`src/rtl/rnd_reaction_timer.sv`:
```
// rnd_reaction_timer: reaction-time game round driven by a 4-bit random value.
// A start samples rnd and waits DELAY_MIN + rnd*DELAY_STEP ticks, then lights
// led_go. It then counts ticks until a fresh button edge, reporting the count.
// Early presses raise foul; no press within TIMEOUT_TICKS raises timeout.
module rnd_reaction_timer #(
    parameter int TICK_DIV      = 50000,
    parameter int DELAY_MIN     = 100,
    parameter int DELAY_STEP    = 100,
    parameter int W             = 16,
    parameter int TIMEOUT_TICKS = 2000
) (
    input  logic         clock,
    input  logic         reset,
    input  logic         start,
    input  logic         button,
    input  logic [3:0]   rnd,
    output logic         led_go,
    output logic         busy,
    output logic [W-1:0] result,
    output logic         result_valid,
    output logic         foul,
    output logic         timeout
);

    // The delay counter is sized for the largest possible load (rnd = 15),
    // so the load arithmetic can never wrap.
    localparam int DELAY_MAX = DELAY_MIN + 15 * DELAY_STEP;
    localparam int DW        = $clog2(DELAY_MAX + 1);
    localparam int PW        = $clog2(TICK_DIV);

    localparam logic [PW-1:0] PRESC_LAST = PW'(TICK_DIV - 1);
    localparam logic [W-1:0]  REACT_LAST = W'(TIMEOUT_TICKS - 1);
    localparam logic [DW-1:0] DLY_BASE   = DW'(DELAY_MIN);
    localparam logic [DW-1:0] DLY_STEP   = DW'(DELAY_STEP);
    localparam logic [DW-1:0] DLY_ONE    = DW'(1);

    typedef enum logic [1:0] {
        S_IDLE  = 2'd0,
        S_WAIT  = 2'd1,
        S_ARMED = 2'd2,
        S_DONE  = 2'd3
    } state_t;

    state_t         state_q;
    state_t         state_d;

    logic [PW-1:0]  presc_q;
    logic [PW-1:0]  presc_d;
    logic [DW-1:0]  delay_q;
    logic [DW-1:0]  delay_d;
    logic [W-1:0]   react_q;
    logic [W-1:0]   react_d;
    logic           button_q;

    logic [W-1:0]   result_d;
    logic           result_valid_d;
    logic           foul_d;
    logic           timeout_d;
    logic           led_go_d;
    logic           busy_d;

    logic           tick;
    logic           btn_rise;
    logic [DW-1:0]  delay_load;

    assign tick       = (presc_q == PRESC_LAST);
    assign btn_rise   = button & ~button_q;
    assign delay_load = DLY_BASE + DW'(rnd) * DLY_STEP;

    // State register.
    always_ff @(posedge clock or posedge reset) begin
        if (reset) begin
            state_q <= S_IDLE;
        end else begin
            state_q <= state_d;
        end
    end

    // Next state, counter updates and next output values.
    always_comb begin
        state_d        = state_q;
        presc_d        = tick ? '0 : presc_q + PW'(1);
        delay_d        = delay_q;
        react_d        = react_q;
        result_d       = result;
        result_valid_d = 1'b0;
        foul_d         = foul;
        timeout_d      = timeout;

        unique case (state_q)
            S_IDLE, S_DONE: begin
                if (start) begin
                    delay_d   = delay_load;
                    foul_d    = 1'b0;
                    timeout_d = 1'b0;
                    presc_d   = '0;
                    state_d   = S_WAIT;
                end
            end
            S_WAIT: begin
                // A press on the final tick still counts as early.
                if (btn_rise) begin
                    foul_d  = 1'b1;
                    state_d = S_DONE;
                end else if (tick) begin
                    if (delay_q == DLY_ONE) begin
                        react_d = '0;
                        presc_d = '0;
                        state_d = S_ARMED;
                    end else begin
                        delay_d = delay_q - DLY_ONE;
                    end
                end
            end
            S_ARMED: begin
                // The press wins over a coincident tick and reports the
                // count before that tick would have incremented it.
                if (btn_rise) begin
                    result_d       = react_q;
                    result_valid_d = 1'b1;
                    state_d        = S_DONE;
                end else if (tick) begin
                    if (react_q == REACT_LAST) begin
                        result_d       = '1;
                        result_valid_d = 1'b1;
                        timeout_d      = 1'b1;
                        state_d        = S_DONE;
                    end else begin
                        react_d = react_q + W'(1);
                    end
                end
            end
            default: begin
                state_d = S_IDLE;
            end
        endcase

        led_go_d = (state_d == S_ARMED);
        busy_d   = (state_d == S_WAIT) || (state_d == S_ARMED);
    end

    // Counters, button history and registered outputs.
    always_ff @(posedge clock or posedge reset) begin
        if (reset) begin
            presc_q      <= '0;
            delay_q      <= '0;
            react_q      <= '0;
            button_q     <= 1'b0;
            result       <= '0;
            result_valid <= 1'b0;
            foul         <= 1'b0;
            timeout      <= 1'b0;
            led_go       <= 1'b0;
            busy         <= 1'b0;
        end else begin
            presc_q      <= presc_d;
            delay_q      <= delay_d;
            react_q      <= react_d;
            button_q     <= button;
            result       <= result_d;
            result_valid <= result_valid_d;
            foul         <= foul_d;
            timeout      <= timeout_d;
            led_go       <= led_go_d;
            busy         <= busy_d;
        end
    end

endmodule

```
`config.mk`:
```
export PLATFORM = sky130hd
export DESIGN_NAME = rnd_reaction_timer
export DESIGN_NICKNAME = d
export VERILOG_FILES = /design/src/rtl/rnd_reaction_timer.sv
export SDC_FILE = /design/constraint.sdc
export NUM_CORES = 1
export LEC_CHECK = 0
export ABC_AREA = 0
export ABC_CLOCK_PERIOD_IN_PS = 2700
export CAP_MARGIN = 20
export CELL_PAD_IN_SITES_DETAIL_PLACEMENT = 0
export CELL_PAD_IN_SITES_GLOBAL_PLACEMENT = 2
export CORE_MARGIN = 5
export CORE_UTILIZATION = 38
export DETAILED_ROUTE_END_ITERATION = 16
export PLACE_DENSITY = 0.84
export SLEW_MARGIN = 30
export SYNTH_ARGS = -nofsm -noshare
export SYNTH_HDL_FRONTEND = slang
export SYNTH_SLANG_ARGS = --single-unit
```
`constraint.sdc`:
```
create_clock -name clock -period 2.7 [get_ports clock]
set_input_delay 0.54 -clock clock [delete_from_list [all_inputs] [get_ports clock]]
set_output_delay 0.54 -clock clock [all_outputs]
set_load 0.1 [all_outputs]
```
---- After elaboration in Yosys (flattened, before gate mapping) ----
Index checks and enable logic that the tools add are counted.
operators by class
  add/sub/neg operators ................... 4
  multiply operators ...................... 1
  equality and inequality tests ........... 18
  muxes and demuxes ....................... 40
  bitwise operators ....................... 2
  reduce and logical (&&, ||, !) cells .... 13
operators by type and width
  kind                                                                  number
  16-bit 2-to-1 mux                                                     14
  16-bit one-hot mux with 2 select lines                                2
  11-bit 2-to-1 mux                                                     4
  16-bit by 1-bit adder with 16-bit output, second input constant       2
  11-bit one-hot mux with 2 select lines                                1
  2-bit inequality test, second input constant                          10
  16-bit by 11-bit == test with 1-bit output, second input constant     1
  16-bit == test, second input constant                                 1
  2-bit 2-to-1 mux                                                      7
  7-bit by 11-bit adder with 11-bit output, first input constant        1
  11-bit by 1-bit == test with 1-bit output, second input constant      1
  11-bit by 1-bit subtractor with 11-bit output, second input constant  1
  5-bit AND reduction                                                   2
  2-bit nonzero test                                                    5
  4-bit by 5-bit multiplier with 9-bit output, second input constant    1
  1-bit 2-to-1 mux                                                      9
  7-bit AND reduction                                                   1
  2-bit == test, second input constant                                  3
  2-bit one-hot mux with 3 select lines                                 1
  3-bit AND reduction                                                   2
  2-bit by 1-bit == test with 1-bit output, second input constant       2
  1-bit one-hot mux with 2 select lines                                 2
  2-bit logical NOT                                                     1
  2-bit OR reduction                                                    1
  other kinds (3)                                                       3
word-level totals
  register bits ........................... 67
  bits of input ports ..................... 8
  output and inout port bits .............. 21
  logic and storage cells ................. 89

---- Logic depth before layout (Yosys ltp) ----
Gate-level depths: netlist of the first run.
  word-level depth ........................ 7
  gate-level depth with buffers ........... 10
  depth with buffers taken out ............ 10

---- Least setup slack after synthesis of the first run ----
No wires, ideal clock.
  kind .................................... register to register
  start point ............................. register delay_q[7]
  end point ............................... register react_q[10]
  arrival time ............................ 2.321 ns
  required time ........................... 2.568 ns
  path slack .............................. 0.247 ns
  cell stages (with the launch flop) ...... 8
  path buffers ............................ 2
  path through ............................ dfrtp_1 > or4_4 > or3_4 > or4_4 > buf_6 > buf_8 > o311ai_4 > o31ai_2
between the ends
  longest elaborated chain between the ends .. 3
ends and longest elaborated chain
  element                                    line  source
  from (decl)                                49    logic [DW-1:0] delay_q;
  from (signal assigned)                     157   delay_q <= delay_d;
  11-bit by 1-bit == test with 1-bit output  106   if (delay_q == DLY_ONE) begin
  2-bit inequality test (no line)            -
  7-bit AND reduction (no line)              -
  to (signal assigned)                       158   react_q <= react_d;
  to (decl)                                  51    logic [W-1:0] react_q;
Every way passes these cells.
A chain may end at the register's enable or synchronous reset.

---- Worst setup path in the final report of the first run ----
  start point ............................. input rnd[0]
  end point ............................... register delay_q[10]
between the ends
  longest elaborated chain between the ends .. 4
ends and longest elaborated chain
  element                                      line  source
  from (decl)                                  16    input logic [3:0] rnd,
  4-bit by 5-bit multiplier with 9-bit output  68    assign delay_load = DLY_BASE + DW'(rnd) * DLY_STEP;
  7-bit by 11-bit adder with 11-bit output     68
  11-bit 2-to-1 mux                            92    if (start) begin
  11-bit one-hot mux with 2 select lines       90    unique case (state_q)
Every way passes these cells. The select of a mux whose other input is x is not followed.

==> results.md, run 1 <==
- Status: complete, no violations
- Power density cells: 1000 nW/um^2
- Antenna violations before repair: 0
- Total placed cells including tap cells: 582
- Total gr overflow: 0
- Filler instances: 1027
- F_max: 396 MHz
- Clock transition at path regs: 0.08 ns
- Worst Hold Class: reg2reg
- Post-synthesis net count: 431
- Number of placement rows: 37
- DRT antenna net count: 0
- Cells after Synth: 406
- Arrival @ worst endpoint: 2.72 ns
- Final Non-Filler Cells: 598
- Fraction of met3 tracks used by global routing: 4.20%
- GRT Total Usage: 15.7%
- Async set-reset flop share out of synthesis: 100%
- Placeable core region: 10300 um^2
- Share of layout cells above drive strength 1: 18.4%
- Fraction of the yosys area taken by sequential cells: 42.0%
- Most congested layer reported by global routing: met2
- Drt first pass iters: 4
- TritonCTS clock tree: yes
- Initial DRC count: 160
- Min Clock Period, post-route: 2.53 ns
- Vias post-DR: 3323
- Die boundary height: 112 um
- Chip Width: 112 um
- Critical path peak fanout: 4
- Worst slew margin: 57.9%
- Vias per cell: 5.56
- Number of enable flip-flop cells after synthesis: 0
- Final weighted congestion of routability-driven global placement: 0.794
- Startpoint-to-endpoint class of the critical path: in2reg
- Antenna diode count: 0
- Final hold vios: 0
- Fin. max-slew vios: 0
- Kind of start point of the critical path: primary input
- Synth Warn #: 0
- Count of unique library cells instantiated by Yosys: 65
- Number of failing setup endpoints in the final timing report: 0
- Critical path required time: 2.89 ns
- Detail Placement HPWL: 6740 um
- Share of the clock period used by the worst path: 93.5%
- Maximum number of pins on one net before global-route repair: 68
- Final-stage net count: 482
- CP endpoint kind: flip-flop
- Root buffer cell: sky130_fd_sc_hd__clkbuf_8
- Leakage dissipation: 2.03 nW
- Ports: 29
- Count of buffers from port buffering: 28
- Routed length per placed instance: 15.8 um
- Via count of the first global-routing pass: 3231
- Main synth FF type: sky130_fd_sc_hd__dfrtp_1
- Clk_lat worst skew: 0.34 ns
- Transition time of the tightest slew-check pin: 0.630 ns
- Total Die Area: 12700 um^2
- Clock tree sinks: 67
- Average size of a mapped cell: 9.83 um^2
- CTS H-Tree Depth: 3
- Starting density of the core: 38.8%
- Met1 track demand over resource in global routing: 21.8%
- Routed wire length: 9420 um
- Global-route wire length before repair: 16200 um
- RSZ-0062 raised after global routing: false
- Inserted Clock Buffers: 9
- Worst vdd rail ir drop: 0.708 mV
- Worst clock skew: 0.00865 ns
- Hold buffers post-CTS: 0
- Max-cap violation count: 0
- Layout overhead on the synthesized area: 19.4%
- Met2 track demand over resource in global routing: 24.8%
- Sum Neg Setup Slack: 0 ns
- CTS max path bufs: 2
- DRC violation count after routing: 0
- Mapped Area: 3990 um^2
- Count of state elements after synthesis: 67
[cell families (layout without fill, tap and decap cells)]
family / after synthesis / count (layout) / synth area share, %
and+or+nand+nor: 181 / 181 / 25.3
AOI/OAI and AO/OA: 75 / 75 / 15.4
DFF: 67 / 67 / 42.0
buffers and inverters: 30 / 86 / 3.35
xor gates and xnor gates: 22 / 22 / 4.83
adders and majority gates: 17 / 17 / 5.52
muxes: 14 / 14 / 3.57
[Yosys cell counts (all sizes together) (2+ instances only)]
master    n  area share [%]
a211oi    2            0.38
a21o      4            0.75
a21oi     9             1.1
a22oi     2            0.38
a2bb2oi   3            0.66
a31oi     3            0.47
a32oi     2            0.44
and3     11             1.7
buf       4            0.91
clkbuf   14             1.3
dfrtp    67              42
ha       16             5.0
inv      12             1.1
mux2      2            0.56
mux2i    12             3.0
nand2    38             3.6
nand2b    3            0.47
nand3    19             2.5
nand3b    3            0.56
nand4    10             1.6
nor2     31             2.9
nor2b     5            0.78
nor3     18             2.3
nor3b     3            0.56
nor4     13             2.6
nor4b     3            0.66
o211ai    3            0.56
o21ai     9             1.1
o22a     17             3.7
o311a     2            0.50
o311ai    4             1.8
o31ai     3            0.82
o32ai     3            0.66
or2b     11             2.1
or4       5             1.2
or4b      2            0.50
xnor2    12             2.6
xor2     10             2.2
[final timing paths]
| path | slack (ns) | cells after the start | end | start |
|---|---|---|---|---|
| setup / recovery | 0.17 | 8 | delay_q[10] | rnd[0] |
| hold / removal | 0.48 | 1 | presc_q[0] | presc_q[0] |
| setup reg to reg | 0.19 | 6 | delay_q[7] | presc_q[13] |
| hold reg to reg | 0.48 | 1 | presc_q[0] | presc_q[0] |
| max in group asynchronous | 1.82 | 3 | delay_q[9] | reset |
| min in group asynchronous | 0.58 | 3 | result_valid | reset |
[stage by stage]
stage / utilization [%] / area [um^2] / total power, mW / setup WS [ns] / hold slack [ns]
finish: 46.4 / 4760 / 4.77 / 0.175 / 0.480
global route: 46.4 / 4760 / 5.07 / 0.0382 / 0.507
CTS: 46.2 / 4750 / 4.80 / 0.0849 / 0.476
detailed placement: 44.2 / 4550 / 3.91 / -0.185 / 0.465
global placement: 44.2 / 4550 / 3.89 / -0.152 / 0.456
floorplan: - / 3990 / 3.29 / 0.247 / 0.433
[flip-flops by register name, summed over array words and instances (netlist names)]
name          count
react_q          16
led_go            1
presc_q          16
button_q          1
busy              1
state_q           2
delay_q          11
result_valid      1
timeout           1
result           16
foul              1
[where the power goes]
part | internal, mW | total (mW) | switching [mW]
registers | 1.24 | 1.42 | 0.174
logic | 0.739 | 2.50 | 1.76
clock network | 0.455 | 0.857 | 0.402
total | 2.44 | 4.77 | 2.33
[cell type report]
class	instances	area, um^2	share of cell area [%]
Multi-Input combinational cell	309	2210	46.3
Sequential cell	67	1680	35.2
Timing Repair Buffer	58	465	9.77
Tap cell	136	170	3.57
Clock buffer	11	141	2.97
Clock inverter	5	60.1	1.26
Inverter	12	45.0	0.945
[routing by layer]
metal,wire [um],part of all wire (%)
met2,4440,47
met4,58,0.62
met5,0,0
met3,475,5.0
met1,4450,47
[timing repair]
| item | in CTS | in global routing |
|---|---|---|
| resized for setup | 0 | 1 |
| setup endpoints to repair | 0 | 1 |
| setup buffers | 0 | 0 |
[critical path, cell delays in order]
cell and delay [ns]:
sky130_fd_sc_hd__clkdlybuf4s50_1 0.47, sky130_fd_sc_hd__ha_1 0.34, sky130_fd_sc_hd__ha_1 0.23, sky130_fd_sc_hd__fa_1 0.40, sky130_fd_sc_hd__xor2_1 0.24, sky130_fd_sc_hd__nor3b_1 0.26, sky130_fd_sc_hd__xnor2_1 0.15, sky130_fd_sc_hd__a22oi_1 0.10
[cells in the final DEF (no fill, tap or decap), types with 4 or more instances in the layout]
cell type and count:
sky130_fd_sc_hd__dfrtp_1 67, sky130_fd_sc_hd__buf_4 50, sky130_fd_sc_hd__nand2_1 38, sky130_fd_sc_hd__nor2_1 31, sky130_fd_sc_hd__nand3_1 18, sky130_fd_sc_hd__nor3_1 18
sky130_fd_sc_hd__o22a_1 17, sky130_fd_sc_hd__ha_1 16, sky130_fd_sc_hd__mux2i_1 12, sky130_fd_sc_hd__xnor2_1 12, sky130_fd_sc_hd__inv_1 11, sky130_fd_sc_hd__nor4_1 11
sky130_fd_sc_hd__and3_1 11, sky130_fd_sc_hd__or2b_1 11, sky130_fd_sc_hd__nand4_1 10, sky130_fd_sc_hd__xor2_1 10, sky130_fd_sc_hd__clkbuf_8 10, sky130_fd_sc_hd__a21oi_1 9
sky130_fd_sc_hd__o21ai_0 8, sky130_fd_sc_hd__clkdlybuf4s50_1 7, sky130_fd_sc_hd__nor2b_1 5, sky130_fd_sc_hd__a21o_1 4
Power figures use the tool's default switching activity.
==> inputs of run 2 (changes only) <==
SETUP_SLACK_MARGIN = 0.1   (was not set)
==> run 2 against run 1 <==
Compared with the run above:
- clock power is essentially flat
- clock skew is essentially flat
- non-clock buffer count unchanged
- via count decreased by 0.18%
- setup slack improved by 0.031 ns
- utilization increased by 0.22 points
- worst hold slack barely moved
- combinational power is essentially flat
==> results.md, run 2 (synthesis results as in run 1) <==
- Number of failing setup endpoints in the final timing report: 0
- Status: complete, no violations
- Origin of the critical flop-to-flop path: delay_q[6]
- Worst hold path depth: 1
- CTS max path bufs: 2
- Root buffer cell: sky130_fd_sc_hd__clkbuf_8
- Placeable core region: 10300 um^2
- Final standard cell utilization of the core: 46.6%
- Share of the clock period used by the worst path: 92.4%
- End of the worst register-to-register path: react_q[12]
- Initial DRC count: 185
- Worst vdd rail ir drop: 0.707 mV
- Chip Width: 112 um
- Filler instances: 1021
- Vias post-DR: 3317
- Worst path max stage delay: 0.57 ns
- Worst Hold Class: reg2reg
- Worst-case register-to-register setup slack: 0.22 ns
- Maximum number of pins on one net before global-route repair: 68
- Worst slew margin: 58.3%
- FF-to-FF path depth: 5
- Vias per cell: 5.55
- Most common cell after layout, fill and taps aside: sky130_fd_sc_hd__dfrtp_1
- Clk_lat worst skew: 0.34 ns
- Drt first pass iters: 5
- Final hold vios: 0
- Total Die Area: 12700 um^2
- CP startpoint: rnd[0]
- Worst clock skew: 0.00824 ns
- Leakage dissipation: 2.03 nW
- DRT antenna net count: 0
- Antenna diode count: 0
- Max-cap violation count: 0
- Global-route wire length before repair: 16200 um
- Inserted Clock Buffers: 9
- Hold buffers post-CTS: 0
- Total gr overflow: 0
- Critical path required time: 2.96 ns
- Fin. max-slew vios: 0
- Cell-by-cell trace of the critical path: clkdlybuf4s50_1 > ha_1 > ha_1 > fa_2 > nand2_1 > buf_4 > xnor2_1 > nor3_1 > nor3_1
- CTS H-Tree Depth: 3
- Register area: 1680 um^2
- Setup WS pre-CTS: -0.185 ns
- F_max: 401 MHz
- Power density cells: 998 nW/um^2
- Number of placement rows: 37
- Die boundary height: 112 um
- Launch instance of the worst min-delay path: presc_q[0]
- TritonCTS clock tree: yes
- Layout overhead on the synthesized area: 19.9%
- RSZ-0062 raised after global routing: false
- CP endpoint kind: flip-flop
- Worst path bufs/invs: 2
- Count of buffers added by post-CTS timing repair for setup: 0
- Ports: 29
- Clock tree sinks: 67
- Detail Placement HPWL: 6740 um
- Share of layout cells above drive strength 1: 19.3%
- Routed length per placed instance: 15.8 um
- Routed wire length: 9430 um
- Min Clock Period, post-route: 2.49 ns
- DRC violation count after routing: 0
- Final-stage net count: 482
- Hold EP: presc_q[0]
- Starting density of the core: 38.8%
- Via count of the first global-routing pass: 3226
- Final weighted congestion of routability-driven global placement: 0.794
- Critical-path cell with the highest stage delay: sky130_fd_sc_hd__fa_2
- Clock transition at path regs: 0.08 ns
- Transition time of the tightest slew-check pin: 0.624 ns
- Combined area of the multi-input logic cells: 2230 um^2
- Startpoint-to-endpoint class of the critical path: in2reg
- Dominant delay contributor by cell family on the critical path: adder cells
- Most used cells in the layout excluding fill and tap cells: 67 x sky130_fd_sc_hd__dfrtp_1, 50 x sky130_fd_sc_hd__buf_4, 38 x sky130_fd_sc_hd__nand2_1, 31 x sky130_fd_sc_hd__nor2_1
- Arrival @ worst endpoint: 2.75 ns
- Critical path peak fanout: 4
- Kind of start point of the critical path: primary input
- GRT Total Usage: 15.7%
- Antenna violations before repair: 0
- Count of buffers from port buffering: 28
- Registers with the most flip-flops: presc_q: 16 flops, react_q: 16 flops, result: 16 flops
- PnR worst setup slack: 0.206 ns
[run 2: cell types whose count changed in the layout (fill, tap and decap cells not counted)]
| cell | delta |
|---|---|
| sky130_fd_sc_hd__nor3b_2 | +1 |
| sky130_fd_sc_hd__xor2_2 | +1 |
| sky130_fd_sc_hd__or4b_4 | +2 |
| sky130_fd_sc_hd__xor2_1 | -1 |
| sky130_fd_sc_hd__nor3b_1 | -1 |
| sky130_fd_sc_hd__or4b_1 | -1 |
| sky130_fd_sc_hd__or4b_2 | -1 |
| sky130_fd_sc_hd__fa_2 | +1 |
| sky130_fd_sc_hd__fa_1 | -1 |
[run 2: layer usage]
| metal | wire (um) | track usage [%] |
|---|---|---|
| met5 | 0 | 0 |
| met4 | 57 | 2.96 |
| met3 | 374 | 4.20 |
| met2 | 4470 | 24.8 |
| met1 | 4530 | 21.7 |
[run 2: what timing repair did]
| action | in CTS | in global routing |
|---|---|---|
| gates resized for setup | 1 | 6 |
| setup endpoints to repair | 2 | 7 |
| pin swaps | 0 | 0 |
| cloned | 0 | 0 |
| hold endpoints to repair | 0 | 0 |
[run 2: worst register-to-register path: cells and delay by family, from the launching register on]
kind | cells | cell delay [ns]
AND/OR/NAND/NOR | 3 | 1.63
flip-flops | 1 | 0.45
AO/OA/AOI/OAI | 2 | 0.28
[run 2: final cells by class]
type / instances / area share, %
Multi-Input combinational cell: 309 / 46.5
Sequential cell: 67 / 35.0
Timing Repair Buffer: 58 / 9.72
Tap cell: 136 / 3.55
Clock buffer: 11 / 2.95
Clock inverter: 5 / 1.25
Inverter: 12 / 0.941
[run 2: worst max path at each step]
| stage | to | slack, ns | cells after the start |
|---|---|---|---|
| after floorplan | react_q[10] | 0.25 | 7 |
| after global placement | delay_q[10] | -0.15 | 8 |
| after detailed placement | delay_q[10] | -0.18 | 8 |
| after CTS | busy | 0.15 | 8 |
| after global routing | delay_q[8] | 0.12 | 9 |
| final | delay_q[8] | 0.21 | 9 |
[run 2: stage by stage]
step                      TNS, ns  hold WS [ns]  instance area, um^2  std cells  power (mW)
after CTS                       0         0.476                 4760        598        4.80
after floorplan                 0         0.433                 3990        406        3.29
after global placement     -0.420         0.456                 4550        582        3.89
after global routing            0         0.507                 4790        598        5.08
final                           0         0.480                 4790        598        4.78
after detailed placement   -0.582         0.465                 4550        582        3.91
[run 2: report_power, final]
part	internal, mW	switching, mW	total, mW
clock	0.455	0.404	0.859
sequential	1.24	0.174	1.42
combinational	0.742	1.76	2.50
total	2.44	2.34	4.78
==> inputs of run 3 (changes only) <==
ABC_CLOCK_PERIOD_IN_PS = 2800   (was 2700)
clock period = 2.8 ns   (was 2.7 ns; I/O delays follow)
==> run 3 against run 2 <==
Compared with the run above:
- utilization shrank 0.33 points
- count of clock-buffer cells in the layout shrank 1
- via count shrank 1.5%
- combinational power shrank 4%
- critical path depth shrank 3
- clock power grew 3.0%
- non-clock buffer count shrank 4
- global-route usage shrank 0.075 points
- cell count shrank 0.84%
- critical endpoint is now react_q[7]
- highest routed layer unchanged
==> results.md, run 3 (synthesis results as in run 1) <==
- Maximum number of pins on one net before global-route repair: 68
- Root buffer cell: sky130_fd_sc_hd__clkbuf_8
- Critical path required time: 3.08 ns
- Drt first pass iters: 5
- Global-route wire length before repair: 16300 um
- Status: complete, no violations
- Final standard cell utilization of the core: 46.3%
- Clock tree sinks: 67
- Placeable core region: 10300 um^2
- Startpoint-to-endpoint class of the critical path: reg2reg
- CTS H-Tree Depth: 3
- Clock transition at path regs: 0.08 ns
- Total gr overflow: 0
- Inserted Clock Buffers: 9
- Transition time of the tightest slew-check pin: 0.571 ns
- Worst Hold Class: reg2reg
- Clk_lat worst skew: 0.35 ns
- Starting density of the core: 38.8%
- RSZ-0062 raised after global routing: false
- F_max: 393 MHz
- Arrival @ worst endpoint: 2.82 ns
- GRT Total Usage: 15.6%
- Registers with the most flip-flops: presc_q: 16 flops, react_q: 16 flops, result: 16 flops
- Via count of the first global-routing pass: 3142
- Most used cells in the layout excluding fill and tap cells: 67 x sky130_fd_sc_hd__dfrtp_1, 46 x sky130_fd_sc_hd__buf_4, 38 x sky130_fd_sc_hd__nand2_1, 31 x sky130_fd_sc_hd__nor2_1
- Worst clock skew: 0.0135 ns
- Antenna violations before repair: 0
- TritonCTS clock tree: yes
- CTS max path bufs: 2
- Min Clock Period, post-route: 2.54 ns
- Ports: 29
- Layout overhead on the synthesized area: 19.1%
- Vias per cell: 5.51
- Filler instances: 1017
- Routed wire length: 9510 um
- Leakage dissipation: 2.02 nW
- Most common cell after layout, fill and taps aside: sky130_fd_sc_hd__dfrtp_1
- Count of buffers from port buffering: 28
- Hold buffers post-CTS: 0
- Power density cells: 982 nW/um^2
- Max-cap violation count: 0
- CP endpoint kind: flip-flop
- Kind of start point of the critical path: flip-flop
- Die boundary height: 112 um
- Fin. max-slew vios: 0
- Total Die Area: 12700 um^2
- Final weighted congestion of routability-driven global placement: 0.869
- Count of buffers added by post-CTS timing repair for setup: 0
- Chip Width: 112 um
- Worst slew margin: 61.7%
- Post-Route Hold Slack: 0.467 ns
- Initial DRC count: 176
- Final-stage net count: 478
- Setup WS pre-CTS: -0.124 ns
- Worst vdd rail ir drop: 0.647 mV
- Antenna diode count: 0
- Number of failing setup endpoints in the final timing report: 0
- Vias post-DR: 3267
- Detail Placement HPWL: 6810 um
- Final hold vios: 0
- DRT antenna net count: 0
- Number of placement rows: 37
- DRC violation count after routing: 0
- Critical path peak fanout: 14
- Number of gates resized after CTS: 0
- PnR worst setup slack: 0.258 ns
- Share of layout cells above drive strength 1: 17.9%
- Share of the clock period used by the worst path: 90.8%
- Routed length per placed instance: 16.0 um
[run 3: changes by cell type in the layout (fill, tap and decap cells not counted), sizes merged]
cell,previous run,this run
clkbuf,11,10
buf,51,47
clkinvlp,1,0
bufinv,1,2
[run 3: critical path: stages (launching register included)]
cell                      delay (ns)
sky130_fd_sc_hd__dfrtp_1        0.44
sky130_fd_sc_hd__or4_4          0.57
sky130_fd_sc_hd__nor4_1         0.47
sky130_fd_sc_hd__nor2_1         0.11
sky130_fd_sc_hd__buf_4          0.22
sky130_fd_sc_hd__nor4_1         0.45
sky130_fd_sc_hd__mux2i_1        0.22
[run 3: final cells by class]
class	instances	area, um^2	area share, %
clock inverter	5	86.3	1.82
inverter	12	45.0	0.948
clock buffer	10	128	2.68
multi-input combinational	309	2210	46.5
tap	136	170	3.58
timing repair buffer	54	435	9.16
sequential	67	1680	35.3
[run 3: where the power goes]
part | switching (mW) | internal (mW) | total (mW) | leakage [nW]
logic | 1.69 | 0.726 | 2.41 | 1.08
clock network | 0.382 | 0.503 | 0.885 | 0.107
registers | 0.175 | 1.20 | 1.37 | 0.835
total | 2.24 | 2.43 | 4.67 | 2.02
[run 3: stage by stage]
| step | area (um^2) | TNS, ns | power (mW) | cells |
|---|---|---|---|---|
| global route | 4750 | 0 | 4.95 | 593 |
| global placement | 4520 | -0.117 | 3.77 | 578 |
| detailed placement | 4520 | -0.316 | 3.80 | 578 |
| floorplan | 3990 | 0 | 3.18 | 406 |
| CTS | 4730 | 0 | 4.70 | 593 |
| finish | 4750 | 0 | 4.67 | 593 |
[run 3: routing by layer]
metal	global-route usage, %	wire (um)	vias up
li1	-	-	1602
met4	4.01	137	0
met2	23.7	4280	57
met3	3.99	344	9
met1	22.1	4740	1599
met5	0	0	-
[run 3: path summary, 6_finish.rpt]
path                            start           to  slack, ns  cells past startpoint
max reg2reg                delay_q[7]   react_q[7]       0.26                      6
min in group asynchronous       reset  presc_q[15]       0.60                      3
min                        presc_q[0]   presc_q[0]       0.47                      1
min reg2reg                presc_q[0]   presc_q[0]       0.47                      1
max in group asynchronous       reset   delay_q[8]       1.89                      3
max                        delay_q[7]   react_q[7]       0.26                      6
